===== config.mk =====
export PLATFORM = sky130hd
export DESIGN_NAME = inst_encode_flat
export DESIGN_NICKNAME = d
export VERILOG_FILES = /design/src/rtl/inst_encode_if.sv /design/src/rtl/inst_encode.sv /design/src/flat_wrapper.sv
export SDC_FILE = /design/constraint.sdc
export NUM_CORES = 1
export LEC_CHECK = 0
export ABC_AREA = 0
export CELL_PAD_IN_SITES_DETAIL_PLACEMENT = 2
export CELL_PAD_IN_SITES_GLOBAL_PLACEMENT = 2
export CORE_MARGIN = 4
export CORE_UTILIZATION = 28
export CTS_BUF_LIST = sky130_fd_sc_hd__clkbuf_4 sky130_fd_sc_hd__clkbuf_8
export DETAILED_ROUTE_END_ITERATION = 16
export PLACE_DENSITY = 0.92
export SLEW_MARGIN = 20
export SYNTH_ARGS = -nofsm -noshare
export SYNTH_HDL_FRONTEND = slang
export SYNTH_SLANG_ARGS = --single-unit

===== constraint.sdc =====
create_clock -name clk -period 5.59 [get_ports clk]
set_input_delay 1.3975 -clock clk [delete_from_list [all_inputs] [get_ports clk]]
set_output_delay 1.3975 -clock clk [all_outputs]
set_load 0.005 [all_outputs]

===== src/rtl/inst_encode_if.sv =====
// Field/word handshake bundle for inst_encode.
// master drives fields and out_ready; slave is the encoder.
interface inst_encode_if;
    logic        in_valid;
    logic        in_ready;
    logic [2:0]  fmt;
    logic [6:0]  opcode;
    logic [4:0]  rd;
    logic [4:0]  rs1;
    logic [4:0]  rs2;
    logic [2:0]  func3;
    logic [6:0]  func7;
    logic [31:0] imm;
    logic        out_valid;
    logic        out_ready;
    logic [31:0] inst;
    logic [31:0] addr;
    logic        err;

    modport master (
        output in_valid, fmt, opcode, rd, rs1, rs2,
        output func3, func7, imm, out_ready,
        input  in_ready, out_valid, inst, addr, err
    );

    modport slave (
        input  in_valid, fmt, opcode, rd, rs1, rs2,
        input  func3, func7, imm, out_ready,
        output in_ready, out_valid, inst, addr, err
    );
endinterface


===== src/rtl/inst_encode.sv =====
// RV32I field-to-word encoder with a one-deep valid/ready output stage.
// Define INST_ENCODE_RANGE_CHECK_EN to flag immediates that do not fit.
module inst_encode #(
    parameter logic [31:0] BASE_ADDR = 32'h0000_0000
) (
    input  logic         clk,
    input  logic         rst,
    inst_encode_if.slave bus
);
    localparam logic [31:0] NOP = 32'h0000_0013;

    logic [31:0] r_inst;
    logic [31:0] r_addr;
    logic [31:0] r_ptr;
    logic        r_err;
    logic        r_valid;

    logic [31:0] w_imm;
    logic [31:0] w_inst;
    logic        w_fmt_err;
    logic        w_rng_err;
    logic        w_accept;

    assign w_imm    = bus.imm;
    assign w_accept = bus.in_valid && bus.in_ready;

    assign bus.in_ready  = !r_valid || bus.out_ready;
    assign bus.out_valid = r_valid;
    assign bus.inst      = r_inst;
    assign bus.addr      = r_addr;
    assign bus.err       = r_err;

    // Pack fields into the instruction word for the selected format
    always_comb begin
        w_inst    = NOP;
        w_fmt_err = 1'b0;
        case (bus.fmt)
            3'd0: w_inst = {bus.func7, bus.rs2, bus.rs1,
                            bus.func3, bus.rd, bus.opcode};
            3'd1: w_inst = {w_imm[11:0], bus.rs1,
                            bus.func3, bus.rd, bus.opcode};
            3'd2: w_inst = {w_imm[11:5], bus.rs2, bus.rs1,
                            bus.func3, w_imm[4:0], bus.opcode};
            3'd3: w_inst = {w_imm[12], w_imm[10:5], bus.rs2,
                            bus.rs1, bus.func3, w_imm[4:1],
                            w_imm[11], bus.opcode};
            3'd4: w_inst = {w_imm[31:12], bus.rd, bus.opcode};
            3'd5: w_inst = {w_imm[20], w_imm[10:1], w_imm[11],
                            w_imm[19:12], bus.rd, bus.opcode};
            default: begin
                w_inst    = NOP;
                w_fmt_err = 1'b1;
            end
        endcase
    end

`ifdef INST_ENCODE_RANGE_CHECK_EN
    // Flag immediates whose value would change after truncation
    always_comb begin
        w_rng_err = 1'b0;
        case (bus.fmt)
            3'd1, 3'd2:
                w_rng_err = (w_imm[31:11] != {21{w_imm[11]}});
            3'd3:
                w_rng_err = (w_imm[31:12] != {20{w_imm[12]}})
                            || w_imm[0];
            3'd4:
                w_rng_err = (w_imm[11:0] != 12'd0);
            3'd5:
                w_rng_err = (w_imm[31:20] != {12{w_imm[20]}})
                            || w_imm[0];
            default:
                w_rng_err = 1'b0;
        endcase
    end
`else
    assign w_rng_err = 1'b0;
`endif

    // Output register, valid flag and address pointer
    always_ff @(posedge clk) begin
        if (rst) begin
            r_valid <= 1'b0;
            r_inst  <= NOP;
            r_addr  <= BASE_ADDR;
            r_err   <= 1'b0;
            r_ptr   <= BASE_ADDR;
        end else if (w_accept) begin
            r_valid <= 1'b1;
            r_inst  <= w_inst;
            r_addr  <= r_ptr;
            r_err   <= w_fmt_err || w_rng_err;
            r_ptr   <= r_ptr + 32'd4;
        end else if (bus.out_ready) begin
            r_valid <= 1'b0;
        end
    end
endmodule


===== src/flat_wrapper.sv =====
// flat-port wrapper written by rule: the top's interface ports become plain ports
module inst_encode_flat 
#(
    parameter logic [31:0] BASE_ADDR = 32'h0000_0000
)
  (clk, rst, bus_in_valid, bus_fmt, bus_opcode, bus_rd, bus_rs1, bus_rs2, bus_func3, bus_func7, bus_imm, bus_out_ready, bus_in_ready, bus_out_valid, bus_inst, bus_addr, bus_err);
  inst_encode_if bus_i ();
  input  logic clk;
  input  logic rst;
  input wire logic [$bits(bus_i.in_valid)-1:0] bus_in_valid;
  input wire logic [$bits(bus_i.fmt)-1:0] bus_fmt;
  input wire logic [$bits(bus_i.opcode)-1:0] bus_opcode;
  input wire logic [$bits(bus_i.rd)-1:0] bus_rd;
  input wire logic [$bits(bus_i.rs1)-1:0] bus_rs1;
  input wire logic [$bits(bus_i.rs2)-1:0] bus_rs2;
  input wire logic [$bits(bus_i.func3)-1:0] bus_func3;
  input wire logic [$bits(bus_i.func7)-1:0] bus_func7;
  input wire logic [$bits(bus_i.imm)-1:0] bus_imm;
  input wire logic [$bits(bus_i.out_ready)-1:0] bus_out_ready;
  output wire logic [$bits(bus_i.in_ready)-1:0] bus_in_ready;
  output wire logic [$bits(bus_i.out_valid)-1:0] bus_out_valid;
  output wire logic [$bits(bus_i.inst)-1:0] bus_inst;
  output wire logic [$bits(bus_i.addr)-1:0] bus_addr;
  output wire logic [$bits(bus_i.err)-1:0] bus_err;
  assign bus_i.in_valid = bus_in_valid;
  assign bus_i.fmt = bus_fmt;
  assign bus_i.opcode = bus_opcode;
  assign bus_i.rd = bus_rd;
  assign bus_i.rs1 = bus_rs1;
  assign bus_i.rs2 = bus_rs2;
  assign bus_i.func3 = bus_func3;
  assign bus_i.func7 = bus_func7;
  assign bus_i.imm = bus_imm;
  assign bus_i.out_ready = bus_out_ready;
  assign bus_in_ready = bus_i.in_ready;
  assign bus_out_valid = bus_i.out_valid;
  assign bus_inst = bus_i.inst;
  assign bus_addr = bus_i.addr;
  assign bus_err = bus_i.err;
  inst_encode #(.BASE_ADDR(BASE_ADDR)) u_core (.clk(clk), .rst(rst), .bus(bus_i));
endmodule

# ---- Word-level counts from Yosys, hierarchy flattened
# Cells that the tools add are included.
dict set report totals {
  regBits 98
  latchBits 0
  mem_bits_rw 0
  rom_bits 0
  inputBits 71
  output_inout_bits 67
  wordCells 21
  mem_count 0
}
dict set report classes {
  addsub 1
  multipliers 0
  div 0
  n_lt_le_gt_ge 0
  n_eq_ne 5
  shift 0
  n_mux 4
  n_bitwise 0
  reduce_logical 6
}
# operator count
set ops {}
lappend ops {{case mux 32 bit (6 select lines)} 1}
lappend ops {{adder 32 x 3 -> 32 bit (second input constant)} 1}
lappend ops {{== test 3 x 2 -> 1 bit (second input constant)} 2}
lappend ops {{== test 3 bit (second input constant)} 2}
lappend ops {{OR reduction 6 bit} 1}
lappend ops {{== test 3 x 1 -> 1 bit (second input constant)} 1}
lappend ops {{logical NOT 3 bit} 1}
lappend ops {{two-way mux 1 bit} 3}
lappend ops {{nonzero test 2 bit} 1}
lappend ops {{logical AND 1 bit} 1}
lappend ops {{logical NOT 1 bit} 1}
lappend ops {{logical OR 1 bit} 1}

# ---- Longest topological paths before layout
# Gate-level depths: netlist (run 1).
dict set report depth {
  depth_word 4
  mapped_depth 7
  mapped_depth_nobuf 4
}

# ---- Worst setup path after synthesis (run 1)
# OpenSTA, ideal clock, no wires.
dict set report synth_timing {
  path_kind {input-to-output}
  start {input port bus_out_ready}
  end {output port bus_in_ready}
  arrival_time_ns 1.818
  required_ns 4.193
  slack_ns 2.375
  stages 2
  path_buffers 1
  cell_sequence {nand2b_1 > buf_1}
}
dict set report synth_via {
  elab_chain_len 1
}
# item line
set synth_lines {}
lappend synth_lines {{start: declaration} flat_wrapper.sv:19} ;# input wire logic [$bits(bus_i.out_ready)-1:0] bus_out_ready;
lappend synth_lines {{logical OR 1 bit} inst_encode.sv:27} ;# assign bus.in_ready = !r_valid || bus.out_ready;
lappend synth_lines {{end: declaration} flat_wrapper.sv:20} ;# output wire logic [$bits(bus_i.in_ready)-1:0] bus_in_ready;
# Every way passes these cells.

# ---- Worst setup path in the final report (run 1)
# Same ends and word-level chain as after synthesis.

==> flow_results.xml, run 1 <==
<?xml version="1.0" encoding="UTF-8"?>
<metrics>
  <group name="synth">
    <metric name="synth_largest_type_area_fraction" unit="">0.453</metric>
    <metric name="synthesis.area_per_instance" unit="sq um">8.19</metric>
    <metric name="synth_cells" unit="">507</metric>
    <metric name="synthDominantAreaCellType" unit="">dfxtp_1</metric>
    <metric name="ys_warn_count" unit="">0</metric>
    <metric name="netlist_top_cells_area" unit="">dfxtp_1 (45%), nand2_1 (8.0%), a21oi_1 (6.9%)</metric>
    <metric name="count_of_flip_flops_with_a_built_in_enable_after_synthesis" unit="">0</metric>
    <metric name="post-synth-top-count-cell" unit="">dfxtp_1</metric>
    <metric name="yosys-top-cells-count" unit="">dfxtp_1 (94), nand2_1 (88), a21oi_1 (57), nor2_1 (40), clkbuf_1 (28)</metric>
    <metric name="ys_ff_latch" unit="">94</metric>
    <metric name="yosysUniqueCellTypes" unit="">41</metric>
    <metric name="syn_area" unit="sq um">4150</metric>
    <metric name="ys.flop_type" unit="">dfxtp_1</metric>
    <metric name="post_synthesis_async_set_or_reset_flop_share" unit="">0</metric>
    <metric name="synth_seq_area_share" unit="">0.453</metric>
  </group>
  <group name="cells_and_area">
    <metric name="layout_cell_share_with_drive_strength_beyond_1" unit="">0.0503</metric>
    <metric name="regArea" unit="sq um">1880</metric>
    <metric name="area_growth_syn_to_layout" unit="%">39.2</metric>
    <metric name="finalNetCount" unit="">683</metric>
    <metric name="nFillCells" unit="">1647</metric>
    <metric name="stdcell_area" unit="sq um">5780</metric>
    <metric name="multi_input_logic_area" unit="sq um">2040</metric>
    <metric name="num_antenna_cells" unit="">0</metric>
  </group>
  <group name="sta">
    <metric name="finalSetupViolCount" unit="">0</metric>
    <metric name="period_share" unit="">0.767</metric>
    <metric name="finalWorstPathRequiredPeriod" unit="ns">4.29</metric>
    <metric name="achievable_freq" unit="MHz">233</metric>
    <metric name="finalWorstSetupSlack" unit="ns">1.30</metric>
    <metric name="drv_slew" unit="">0</metric>
    <metric name="final.setup_skew" unit="ns">0.00873</metric>
    <metric name="setup-tns-final" unit="ns">0</metric>
    <metric name="grt_setup_unrepaired" unit="">false</metric>
    <metric name="worst_pin_slew" unit="ns">1.04</metric>
    <metric name="holdWs" unit="ns">0.467</metric>
    <metric name="relSlewSlack" unit="">0.306</metric>
    <metric name="finalHoldViolCount" unit="">0</metric>
  </group>
  <group name="placement">
    <metric name="place.port_buffers" unit="">135</metric>
    <metric name="worst_slack_after_detailed_placement" unit="ns">1.30</metric>
    <metric name="place.gp.congestion" unit="">0.800</metric>
    <metric name="dpl_cell_area" unit="sq um">5530</metric>
    <metric name="place.detailed.hpwl" unit="microns">10300</metric>
  </group>
  <group name="detailed_routing">
    <metric name="detailroute.via_count" unit="">4159</metric>
    <metric name="avgViaCountPerCell" unit="">5.20</metric>
    <metric name="avgRoutedWirePerCell" unit="microns">18.0</metric>
    <metric name="postRouteWirelength" unit="microns">14400</metric>
    <metric name="final_antenna_net_count" unit="">0</metric>
    <metric name="drc" unit="">0</metric>
    <metric name="drt_pass1_iterations" unit="">5</metric>
    <metric name="initialDrtViolationCount" unit="">155</metric>
  </group>
  <group name="critical_path">
    <metric name="critical_path.startpoint_type" unit="">input pin</metric>
    <metric name="worstPathRequired" unit="ns">4.19</metric>
    <metric name="worst-path-max-fanout" unit="">14</metric>
    <metric name="crit_path_end_kind" unit="">primary output</metric>
    <metric name="worst-setup-path-type" unit="">input pin to primary output</metric>
    <metric name="timing.critical_path.arrival" unit="ns">2.89</metric>
  </group>
  <group name="die">
    <metric name="die_h" unit="microns">130</metric>
    <metric name="fp.dieArea" unit="sq um">16800</metric>
    <metric name="core_area" unit="sq um">14500</metric>
    <metric name="die_width" unit="microns">130</metric>
    <metric name="std_cell_rows" unit="">44</metric>
    <metric name="initial_core_util" unit="">0.286</metric>
    <metric name="num_io_pins" unit="">138</metric>
  </group>
  <group name="pwr">
    <metric name="ir_drop" unit="mV">0.135</metric>
    <metric name="design_power_total" unit="W">0.00145</metric>
    <metric name="power_density" unit="nW/um^2">251</metric>
    <metric name="power.static_leakage" unit="nW">1.94</metric>
  </group>
  <group name="status">
    <metric name="outcome" unit="">finished, final reports clean</metric>
  </group>
  <group name="clocking">
    <metric name="post_cts_hold_buffer_count" unit="">0</metric>
    <metric name="clk_path_buf_depth" unit="">2</metric>
    <metric name="cts.root.buffer_cell" unit="">clkbuf_8</metric>
    <metric name="insertion_delay" unit="ns">0.38</metric>
    <metric name="cts_tree" unit="">built</metric>
    <metric name="cts.repair.resized" unit="">0</metric>
    <metric name="numClockSinks" unit="">94</metric>
    <metric name="cts_htree_levels" unit="">3</metric>
    <metric name="numCtsBuffers" unit="">9</metric>
    <metric name="setup_fix_buffers_added_after_clock_tree_synthesis" unit="">0</metric>
    <metric name="clk_transition_reported_paths" unit="ns">0.09</metric>
  </group>
  <group name="grt">
    <metric name="remaining_overflow_grt" unit="">0</metric>
    <metric name="total_track_usage" unit="">0.176</metric>
    <metric name="first_global_vias" unit="">4646</metric>
    <metric name="grt_antenna_before_repair" unit="">0</metric>
    <metric name="first_pass_grt_wire_length" unit="microns">23800</metric>
    <metric name="grt_start_max_net_pins" unit="">101</metric>
  </group>
  <group name="run">
    <metric name="maxcap_violations" unit="">0</metric>
  </group>
  <group name="worst_hold_path">
    <metric name="hold_path_class" unit="">flop to flop</metric>
  </group>
</metrics>
[per-layer routing]
metal  share of wire  vias to the layer above  wire length, microns  track usage
met5               0                        -                     0            0
met4          0.0090                        0                   129       0.0452
met3           0.097                       14                  1390       0.0888
met2            0.52                      117                  7450        0.318
met1            0.38                     2034                  5440        0.181
li1                -                     1994                     -            -
[critical path: stages]
cell             delay (ns)
clkdlybuf4s50_1        0.44
nand2b_1               0.44
clkdlybuf4s50_1        0.61
[layout make-up]
cell class / instances / area share
clock buffers: 10 / 0.0238
well taps: 184 / 0.0398
flip-flops and latches: 94 / 0.326
multi-input cells: 362 / 0.352
inverters: 8 / 0.00519
repair buffers: 136 / 0.235
clock inverters: 6 / 0.0188
[sequential cells by signal, summed over array words and instances (netlist names)]
signal	count
u_core.bus.inst	32
u_core.bus.addr	30
u_core.r_ptr	30
u_core.bus.err	1
u_core.bus.out_valid	1
[cells by family (layout without fill, tap and decap cells)]
group	Yosys count	count (layout)	share of synthesized area
adder cells (fa/ha/maj)	1	1	0.00301
AND/OR/NAND/NOR	220	220	0.258
multiplexers	15	15	0.0383
other	1	2	0.000903
flip-flops	94	94	0.453
AO/OA/AOI/OAI	117	117	0.172
XOR/XNOR	7	7	0.0148
buffers and inverters	52	160	0.0597
[power breakdown]
part           switching [W]  total (W)  internal, W
clock               0.000251   0.000560     0.000309
combinational      0.0000910   0.000192     0.000101
sequential         0.0000117   0.000700     0.000688
[per-stage QoR]
step | cells | util
after floorplan | 508 | -
after global placement | 784 | 0.380
after detailed placement | 784 | 0.381
after CTS | 800 | 0.398
after global routing | 800 | 0.398
final | 800 | 0.398
[cell usage in the layout, fill, tap and decap left out, types with 3 or more instances in the layout]
master	Yosys	final
o21ai_0	17	17
nor4_1	5	5
or4_1	12	12
mux2i_1	8	8
inv_1	8	8
nand3_1	10	10
clkdlybuf4s50_1	0	134
nor3b_1	4	4
a21oi_1	57	57
nand2b_1	4	4
or3_1	5	5
clkbuf_8	0	10
xor2_1	6	6
nor2_1	40	40
nor2b_1	6	6
o22ai_1	3	3
o31ai_1	14	14
dfxtp_1	94	94
nor3_1	19	19
bufinv_16	0	3
nand3b_1	7	7
a221oi_1	19	19
nand4_1	8	8
nand2_1	88	87
mux2_2	7	7
a22oi_1	5	5
[final timing paths]
path,from,end,slack [ns],cells past startpoint
setup reg to reg,u_core.bus.out_valid$_SDFFE_PP0P_,u_core.r_ptr[15]$_SDFFE_PP0P_,3.09,4
hold reg to reg,u_core.bus.addr[12]$_SDFFE_PP0P_,u_core.bus.addr[12]$_SDFFE_PP0P_,0.47,2
hold / removal,u_core.bus.addr[12]$_SDFFE_PP0P_,u_core.bus.addr[12]$_SDFFE_PP0P_,0.47,2
setup / recovery,bus_out_ready,bus_in_ready,1.30,3
No activity file was read; power rests on OpenSTA's default activity.
==> run 2, diff against run 1 <==
--- a/config.mk
+++ b/config.mk
@@ -9,10 +9,10 @@
 export CELL_PAD_IN_SITES_DETAIL_PLACEMENT = 2
 export CELL_PAD_IN_SITES_GLOBAL_PLACEMENT = 2
 export CORE_MARGIN = 4
-export CORE_UTILIZATION = 28
+export CORE_UTILIZATION = 26
 export CTS_BUF_LIST = sky130_fd_sc_hd__clkbuf_4 sky130_fd_sc_hd__clkbuf_8
 export DETAILED_ROUTE_END_ITERATION = 16
-export PLACE_DENSITY = 0.92
+export PLACE_DENSITY = 0.87
 export SLEW_MARGIN = 20
 export SYNTH_ARGS = -nofsm -noshare
 export SYNTH_HDL_FRONTEND = slang
==> constraint.sdc (replaced) <==
create_clock -name clk -period 4.35 [get_ports clk]
set_input_delay 1.0875 -clock clk [delete_from_list [all_inputs] [get_ports clk]]
set_output_delay 1.0875 -clock clk [all_outputs]
set_load 0.005 [all_outputs]
==> run 2 against run 1 <==
Worst hold slack worse by 0.0098 ns. Power up 23%. Wire length rose by 2.1%. Non-clock buffer count up 7.
==> flow_results.xml, run 2 (synthesis results as in run 1) <==
<?xml version="1.0" encoding="UTF-8"?>
<metrics>
  <group name="sta">
    <metric name="relSlewSlack" unit="">0.300</metric>
    <metric name="achievable_freq" unit="MHz">293</metric>
    <metric name="finalSetupViolCount" unit="">0</metric>
    <metric name="drv_slew" unit="">0</metric>
    <metric name="finalHoldViolCount" unit="">0</metric>
    <metric name="setup-tns-final" unit="ns">0</metric>
    <metric name="grt_setup_unrepaired" unit="">false</metric>
    <metric name="final.setup_skew" unit="ns">0.00865</metric>
    <metric name="worst_pin_slew" unit="ns">1.05</metric>
    <metric name="period_share" unit="">0.785</metric>
    <metric name="finalWorstPathRequiredPeriod" unit="ns">3.41</metric>
    <metric name="holdWs" unit="ns">0.457</metric>
    <metric name="finalWorstSetupSlack" unit="ns">0.936</metric>
  </group>
  <group name="clocking">
    <metric name="cts_htree_levels" unit="">3</metric>
    <metric name="setup_fix_buffers_added_after_clock_tree_synthesis" unit="">0</metric>
    <metric name="post_cts_hold_buffer_count" unit="">0</metric>
    <metric name="cts.repair.resized" unit="">0</metric>
    <metric name="clk_path_buf_depth" unit="">2</metric>
    <metric name="numClockSinks" unit="">94</metric>
    <metric name="cts.root.buffer_cell" unit="">clkbuf_8</metric>
    <metric name="insertion_delay" unit="ns">0.38</metric>
    <metric name="clk_transition_reported_paths" unit="ns">0.08</metric>
    <metric name="cts_tree" unit="">built</metric>
    <metric name="numCtsBuffers" unit="">9</metric>
  </group>
  <group name="grt">
    <metric name="total_track_usage" unit="">0.168</metric>
    <metric name="first_pass_grt_wire_length" unit="microns">24500</metric>
    <metric name="remaining_overflow_grt" unit="">0</metric>
    <metric name="grt_antenna_before_repair" unit="">0</metric>
    <metric name="grt_start_max_net_pins" unit="">101</metric>
    <metric name="first_global_vias" unit="">4746</metric>
  </group>
  <group name="die">
    <metric name="std_cell_rows" unit="">45</metric>
    <metric name="die_h" unit="microns">134</metric>
    <metric name="num_io_pins" unit="">138</metric>
    <metric name="fp.dieArea" unit="sq um">18100</metric>
    <metric name="initial_core_util" unit="">0.269</metric>
    <metric name="die_width" unit="microns">134</metric>
    <metric name="core_area" unit="sq um">15400</metric>
  </group>
  <group name="cells_and_area">
    <metric name="area_growth_syn_to_layout" unit="%">40.2</metric>
    <metric name="layout_cell_share_with_drive_strength_beyond_1" unit="">0.0580</metric>
    <metric name="finalNetCount" unit="">690</metric>
    <metric name="nFillCells" unit="">1767</metric>
    <metric name="largest_register_ff_count" unit="">32</metric>
    <metric name="layout_commonest_cell" unit="">clkdlybuf4s50_1</metric>
    <metric name="num_antenna_cells" unit="">0</metric>
    <metric name="layout_common_cells" unit="">clkdlybuf4s50_1 (134), dfxtp_1 (94), nand2_1 (87)</metric>
  </group>
  <group name="pwr">
    <metric name="clockPowerShare" unit="">0.356</metric>
    <metric name="p_seq_frac" unit="">0.504</metric>
    <metric name="power.internal" unit="W">0.00134</metric>
    <metric name="net-switching-power" unit="W">0.000443</metric>
    <metric name="power.combinational.fraction" unit="">0.140</metric>
    <metric name="ir_drop" unit="mV">0.125</metric>
    <metric name="power_density" unit="nW/um^2">307</metric>
    <metric name="power.share.switching" unit="">0.249</metric>
    <metric name="design_power_total" unit="W">0.00178</metric>
    <metric name="power.static_leakage" unit="nW">1.94</metric>
  </group>
  <group name="detailed_routing">
    <metric name="drc" unit="">0</metric>
    <metric name="postRouteWirelength" unit="microns">14700</metric>
    <metric name="final_antenna_net_count" unit="">0</metric>
    <metric name="drt_pass1_iterations" unit="">4</metric>
    <metric name="initialDrtViolationCount" unit="">163</metric>
    <metric name="avgViaCountPerCell" unit="">5.05</metric>
    <metric name="avgRoutedWirePerCell" unit="microns">17.7</metric>
    <metric name="detailroute.via_count" unit="">4200</metric>
  </group>
  <group name="critical_path">
    <metric name="critical_path.startpoint_type" unit="">input pin</metric>
    <metric name="worst-path-max-fanout" unit="">5</metric>
    <metric name="worst-setup-path-type" unit="">input pin to primary output</metric>
    <metric name="crit_path_end_kind" unit="">primary output</metric>
    <metric name="worstPathRequired" unit="ns">3.26</metric>
    <metric name="timing.critical_path.arrival" unit="ns">2.33</metric>
  </group>
  <group name="placement">
    <metric name="place.port_buffers" unit="">135</metric>
    <metric name="worst_slack_after_detailed_placement" unit="ns">0.857</metric>
    <metric name="place.detailed.hpwl" unit="microns">11100</metric>
    <metric name="place.gp.congestion" unit="">0.825</metric>
  </group>
  <group name="status">
    <metric name="outcome" unit="">finished, final reports clean</metric>
  </group>
  <group name="run">
    <metric name="maxcap_violations" unit="">0</metric>
  </group>
  <group name="worst_hold_path">
    <metric name="hold_path_class" unit="">flop to flop</metric>
  </group>
</metrics>
==> run 2: cell types whose count changed in the layout (fill, tap and decap cells not counted) <==
cell | previous run | this run
buf_4 | 2 | 9
and2_2 | 0 | 1
clkinv_2 | 2 | 1
bufinv_16 | 3 | 2
and2_4 | 1 | 0
clkbuf_8 | 10 | 9
nand2_4 | 1 | 0
clkbuf_4 | 0 | 1
nand2_2 | 0 | 1
==> run 2: metrics by stage <==
step	cells	utilization	cell area, sq um
global placement	818	0.364	5610
global route	832	0.377	5820
floorplan	508	-	4160
detailed placement	818	0.364	5610
CTS	832	0.377	5820
finish	832	0.377	5820
==> run 2: critical path, cell delays in order <==
cell and delay, ns:
clkdlybuf4s50_1 0.45, nand2b_1 0.23, clkdlybuf4s50_1 0.55
==> run 2: layout make-up <==
class,instances,area (sq um),share of cell area
Timing Repair Buffer,143,1410,0.242
Inverter,8,30.0,0.00516
Clock buffer,10,131,0.0226
Clock inverter,4,73.8,0.0127
Sequential cell,94,1880,0.323
Multi-Input combinational cell,362,2030,0.349
Tap cell,211,264,0.0454
==> run 2: power by group through the flow <==
stage / combinational [W] / sequential [W] / clock [W]
floorplan: 0.000103 / 0.000919 / 0
global placement: 0.000239 / 0.000918 / 0
detailed placement: 0.000253 / 0.000920 / 0
CTS: 0.000254 / 0.000900 / 0.000657
global route: 0.000277 / 0.000903 / 0.000695
finish: 0.000250 / 0.000899 / 0.000635
==> run 2: path summary, 6_finish.rpt <==
check / startpoint / slack, ns / depth (start not counted) / to
setup / recovery: bus_out_ready / 0.94 / 3 / bus_in_ready
hold / removal: u_core.bus.inst[24]$_SDFFE_PP0P_ / 0.46 / 2 / u_core.bus.inst[24]$_SDFFE_PP0P_
setup reg to reg: u_core.r_ptr[14]$_SDFFE_PP0P_ / 2.18 / 4 / u_core.r_ptr[31]$_SDFFE_PP0P_
hold reg to reg: u_core.bus.inst[24]$_SDFFE_PP0P_ / 0.46 / 2 / u_core.bus.inst[24]$_SDFFE_PP0P_
==> run 2: routing by layer <==
metal | wire, microns | share of wire | up-vias | GRT usage
li1 | - | - | 2009 | -
met1 | 5530 | 0.38 | 2069 | 0.170
met2 | 7720 | 0.53 | 110 | 0.316
met3 | 1320 | 0.090 | 12 | 0.0799
met4 | 130 | 0.0088 | 0 | 0.0322
met5 | 0 | 0 | - | 0
==> run 3, diff against run 2 <==
--- a/config.mk
+++ b/config.mk
@@ -9,10 +9,10 @@
 export CELL_PAD_IN_SITES_DETAIL_PLACEMENT = 2
 export CELL_PAD_IN_SITES_GLOBAL_PLACEMENT = 2
 export CORE_MARGIN = 4
-export CORE_UTILIZATION = 26
+export CORE_UTILIZATION = 24
 export CTS_BUF_LIST = sky130_fd_sc_hd__clkbuf_4 sky130_fd_sc_hd__clkbuf_8
 export DETAILED_ROUTE_END_ITERATION = 16
-export PLACE_DENSITY = 0.87
+export PLACE_DENSITY = 0.84
 export SLEW_MARGIN = 20
 export SYNTH_ARGS = -nofsm -noshare
 export SYNTH_HDL_FRONTEND = slang
==> constraint.sdc (replaced) <==
create_clock -name clk -period 2.95 [get_ports clk]
set_input_delay 0.7375 -clock clk [delete_from_list [all_inputs] [get_ports clk]]
set_output_delay 0.7375 -clock clk [all_outputs]
set_load 0.005 [all_outputs]
==> run 3 against run 2 <==
Die area rose by 7.8%. Register-to-register slack lost 1.4 ns. Final cell count is 2.5% higher. Largest cell class unchanged. Count of clock-buffer cells in the layout rose by 2. Global-route usage fell by 1.6 points. Critical path type unchanged. Wire length is 2.7% higher. Combinational power rose by 54%. Largest power group unchanged. Setup slack lost 0.66 ns. Clock skew hardly changed.
==> flow_results.xml, run 3 (synthesis results as in run 1) <==
<?xml version="1.0" encoding="UTF-8"?>
<metrics>
  <group name="grt">
    <metric name="total_track_usage" unit="">0.153</metric>
    <metric name="grt_start_max_net_pins" unit="">58</metric>
    <metric name="grt_antenna_before_repair" unit="">0</metric>
    <metric name="remaining_overflow_grt" unit="">0</metric>
    <metric name="first_global_vias" unit="">4705</metric>
    <metric name="first_pass_grt_wire_length" unit="microns">24200</metric>
  </group>
  <group name="cells_and_area">
    <metric name="multi_input_logic_area" unit="sq um">2030</metric>
    <metric name="layout_commonest_cell" unit="">clkdlybuf4s50_1</metric>
    <metric name="fin_util" unit="">0.353</metric>
    <metric name="finalNetCount" unit="">700</metric>
    <metric name="stdcell_area" unit="sq um">5920</metric>
    <metric name="largest_register_ff_count" unit="">32</metric>
    <metric name="nFillCells" unit="">1892</metric>
    <metric name="num_antenna_cells" unit="">0</metric>
    <metric name="layout_cell_share_with_drive_strength_beyond_1" unit="">0.0758</metric>
    <metric name="stdcell_count" unit="">853</metric>
    <metric name="area_growth_syn_to_layout" unit="%">42.6</metric>
    <metric name="layout_common_cells" unit="">clkdlybuf4s50_1 (134), dfxtp_1 (94), nand2_1 (87)</metric>
    <metric name="regArea" unit="sq um">1880</metric>
  </group>
  <group name="detailed_routing">
    <metric name="detailroute.via_count" unit="">4220</metric>
    <metric name="postRouteWirelength" unit="microns">15100</metric>
    <metric name="final_antenna_net_count" unit="">0</metric>
    <metric name="drt_pass1_iterations" unit="">4</metric>
    <metric name="drc" unit="">0</metric>
    <metric name="avgViaCountPerCell" unit="">4.95</metric>
    <metric name="avgRoutedWirePerCell" unit="microns">17.7</metric>
    <metric name="initialDrtViolationCount" unit="">106</metric>
  </group>
  <group name="worst_hold_path">
    <metric name="hold_path_class" unit="">flop to flop</metric>
  </group>
  <group name="sta">
    <metric name="setup-tns-final" unit="ns">0</metric>
    <metric name="finalHoldViolCount" unit="">0</metric>
    <metric name="grt_setup_unrepaired" unit="">false</metric>
    <metric name="worst_pin_slew" unit="ns">0.672</metric>
    <metric name="relSlewSlack" unit="">0.550</metric>
    <metric name="achievable_freq" unit="MHz">374</metric>
    <metric name="period_share" unit="">0.907</metric>
    <metric name="drv_slew" unit="">0</metric>
    <metric name="finalWorstPathRequiredPeriod" unit="ns">2.67</metric>
    <metric name="final.setup_skew" unit="ns">0.00877</metric>
    <metric name="finalSetupViolCount" unit="">0</metric>
  </group>
  <group name="placement">
    <metric name="place.detailed.hpwl" unit="microns">11400</metric>
    <metric name="place.port_buffers" unit="">135</metric>
    <metric name="place.gp.congestion" unit="">0.819</metric>
    <metric name="placed_cells_incl_taps" unit="">837</metric>
    <metric name="dpl_cell_area" unit="sq um">5710</metric>
  </group>
  <group name="clocking">
    <metric name="clk_path_buf_depth" unit="">2</metric>
    <metric name="cts_tree" unit="">built</metric>
    <metric name="post_cts_hold_buffer_count" unit="">0</metric>
    <metric name="cts_htree_levels" unit="">3</metric>
    <metric name="cts.root.buffer_cell" unit="">clkbuf_8</metric>
    <metric name="clk_transition_reported_paths" unit="ns">0.09</metric>
    <metric name="cts.repair.resized" unit="">0</metric>
    <metric name="insertion_delay" unit="ns">0.38</metric>
    <metric name="setup_fix_buffers_added_after_clock_tree_synthesis" unit="">0</metric>
    <metric name="numClockSinks" unit="">94</metric>
    <metric name="numCtsBuffers" unit="">9</metric>
  </group>
  <group name="critical_path">
    <metric name="worstPathRequired" unit="ns">2.21</metric>
    <metric name="slowest_delay" unit="ns">0.54</metric>
    <metric name="worst-setup-path-type" unit="">input pin to primary output</metric>
    <metric name="timing.critical_path.buf_inv" unit="">2</metric>
    <metric name="timing.critical_path.arrival" unit="ns">1.94</metric>
    <metric name="crit_path_end_kind" unit="">primary output</metric>
    <metric name="timing.critical_path.mode_cell" unit="">clkdlybuf4s50_1</metric>
    <metric name="crit_path_top_delay_cell" unit="">clkdlybuf4s50_1</metric>
    <metric name="critical_path.startpoint_type" unit="">input pin</metric>
    <metric name="crit_chain" unit="">clkdlybuf4s50_1 -&gt; nand2b_1 -&gt; clkdlybuf4s50_1</metric>
    <metric name="worst_path_dominant_cell_family" unit="">buffers and inverters</metric>
    <metric name="worst-path-max-fanout" unit="">5</metric>
  </group>
  <group name="die">
    <metric name="num_io_pins" unit="">138</metric>
    <metric name="die_width" unit="microns">140</metric>
    <metric name="die_h" unit="microns">140</metric>
    <metric name="initial_core_util" unit="">0.248</metric>
    <metric name="fp.dieArea" unit="sq um">19500</metric>
    <metric name="core_area" unit="sq um">16800</metric>
    <metric name="std_cell_rows" unit="">47</metric>
  </group>
  <group name="run">
    <metric name="maxcap_violations" unit="">0</metric>
  </group>
  <group name="pwr">
    <metric name="power.static_leakage" unit="nW">1.99</metric>
    <metric name="ir_drop" unit="mV">0.168</metric>
    <metric name="design_power_total" unit="W">0.00263</metric>
    <metric name="power_density" unit="nW/um^2">445</metric>
  </group>
  <group name="status">
    <metric name="outcome" unit="">finished, final reports clean</metric>
  </group>
</metrics>
-- run 3: cell types whose count changed in the layout (fill, tap and decap cells not counted), sizes merged --
cell	change
buf	+10
bufinv	-1
clkbuf	+2
clkinv	-1
clkinvlp	+1
inv	+1
-- run 3: per-layer routing --
| metal | vias up | track usage | part of all wire | wire, microns |
|---|---|---|---|---|
| met4 | 0 | 0.0623 | 0.023 | 354 |
| met5 | - | 0 | 0 | 0 |
| met3 | 27 | 0.0552 | 0.075 | 1140 |
| met2 | 117 | 0.280 | 0.52 | 7780 |
| met1 | 2045 | 0.157 | 0.39 | 5820 |
| li1 | 2031 | - | - | - |
-- run 3: per-stage QoR --
step | setup WS, ns | hold WS (ns)
2_1_floorplan | 0.910 | 0.441
3_3_place_gp | 0.286 | 0.443
3_5_place_dp | 0.266 | 0.451
4_1_cts | 0.262 | 0.465
5_1_grt | 0.225 | 0.487
6_report | 0.276 | 0.458
-- run 3: worst paths after layout --
check | endpoint | start | slack (ns) | cells past startpoint
worst max-delay path | bus_in_ready | bus_out_ready | 0.28 | 3
worst min register to register | u_core.bus.addr[24]$_SDFFE_PP0P_ | u_core.bus.addr[24]$_SDFFE_PP0P_ | 0.46 | 2
worst max register to register | u_core.r_ptr[29]$_SDFFE_PP0P_ | u_core.r_ptr[14]$_SDFFE_PP0P_ | 0.77 | 4
worst min-delay path | u_core.bus.addr[24]$_SDFFE_PP0P_ | u_core.bus.addr[24]$_SDFFE_PP0P_ | 0.46 | 2
-- run 3: tightest hold or removal path: stages (launching register included) --
cell	delay, ns
dfxtp_1	0.32
nand2_1	0.05
a21oi_1	0.05
-- run 3: cell type report --
type                            count  area share
Multi-Input combinational cell    362       0.343
Tap cell                          220      0.0465
Sequential cell                    94       0.318
Clock inverter                      4     0.00930
Inverter                            8     0.00507
Timing Repair Buffer              153       0.253
Clock buffer                       12      0.0258
-- run 3: report_power, final --
group	switching (W)	internal, W	total [W]
registers	0.0000229	0.00130	0.00133
logic	0.000180	0.000205	0.000385
clock network	0.000480	0.000439	0.000920
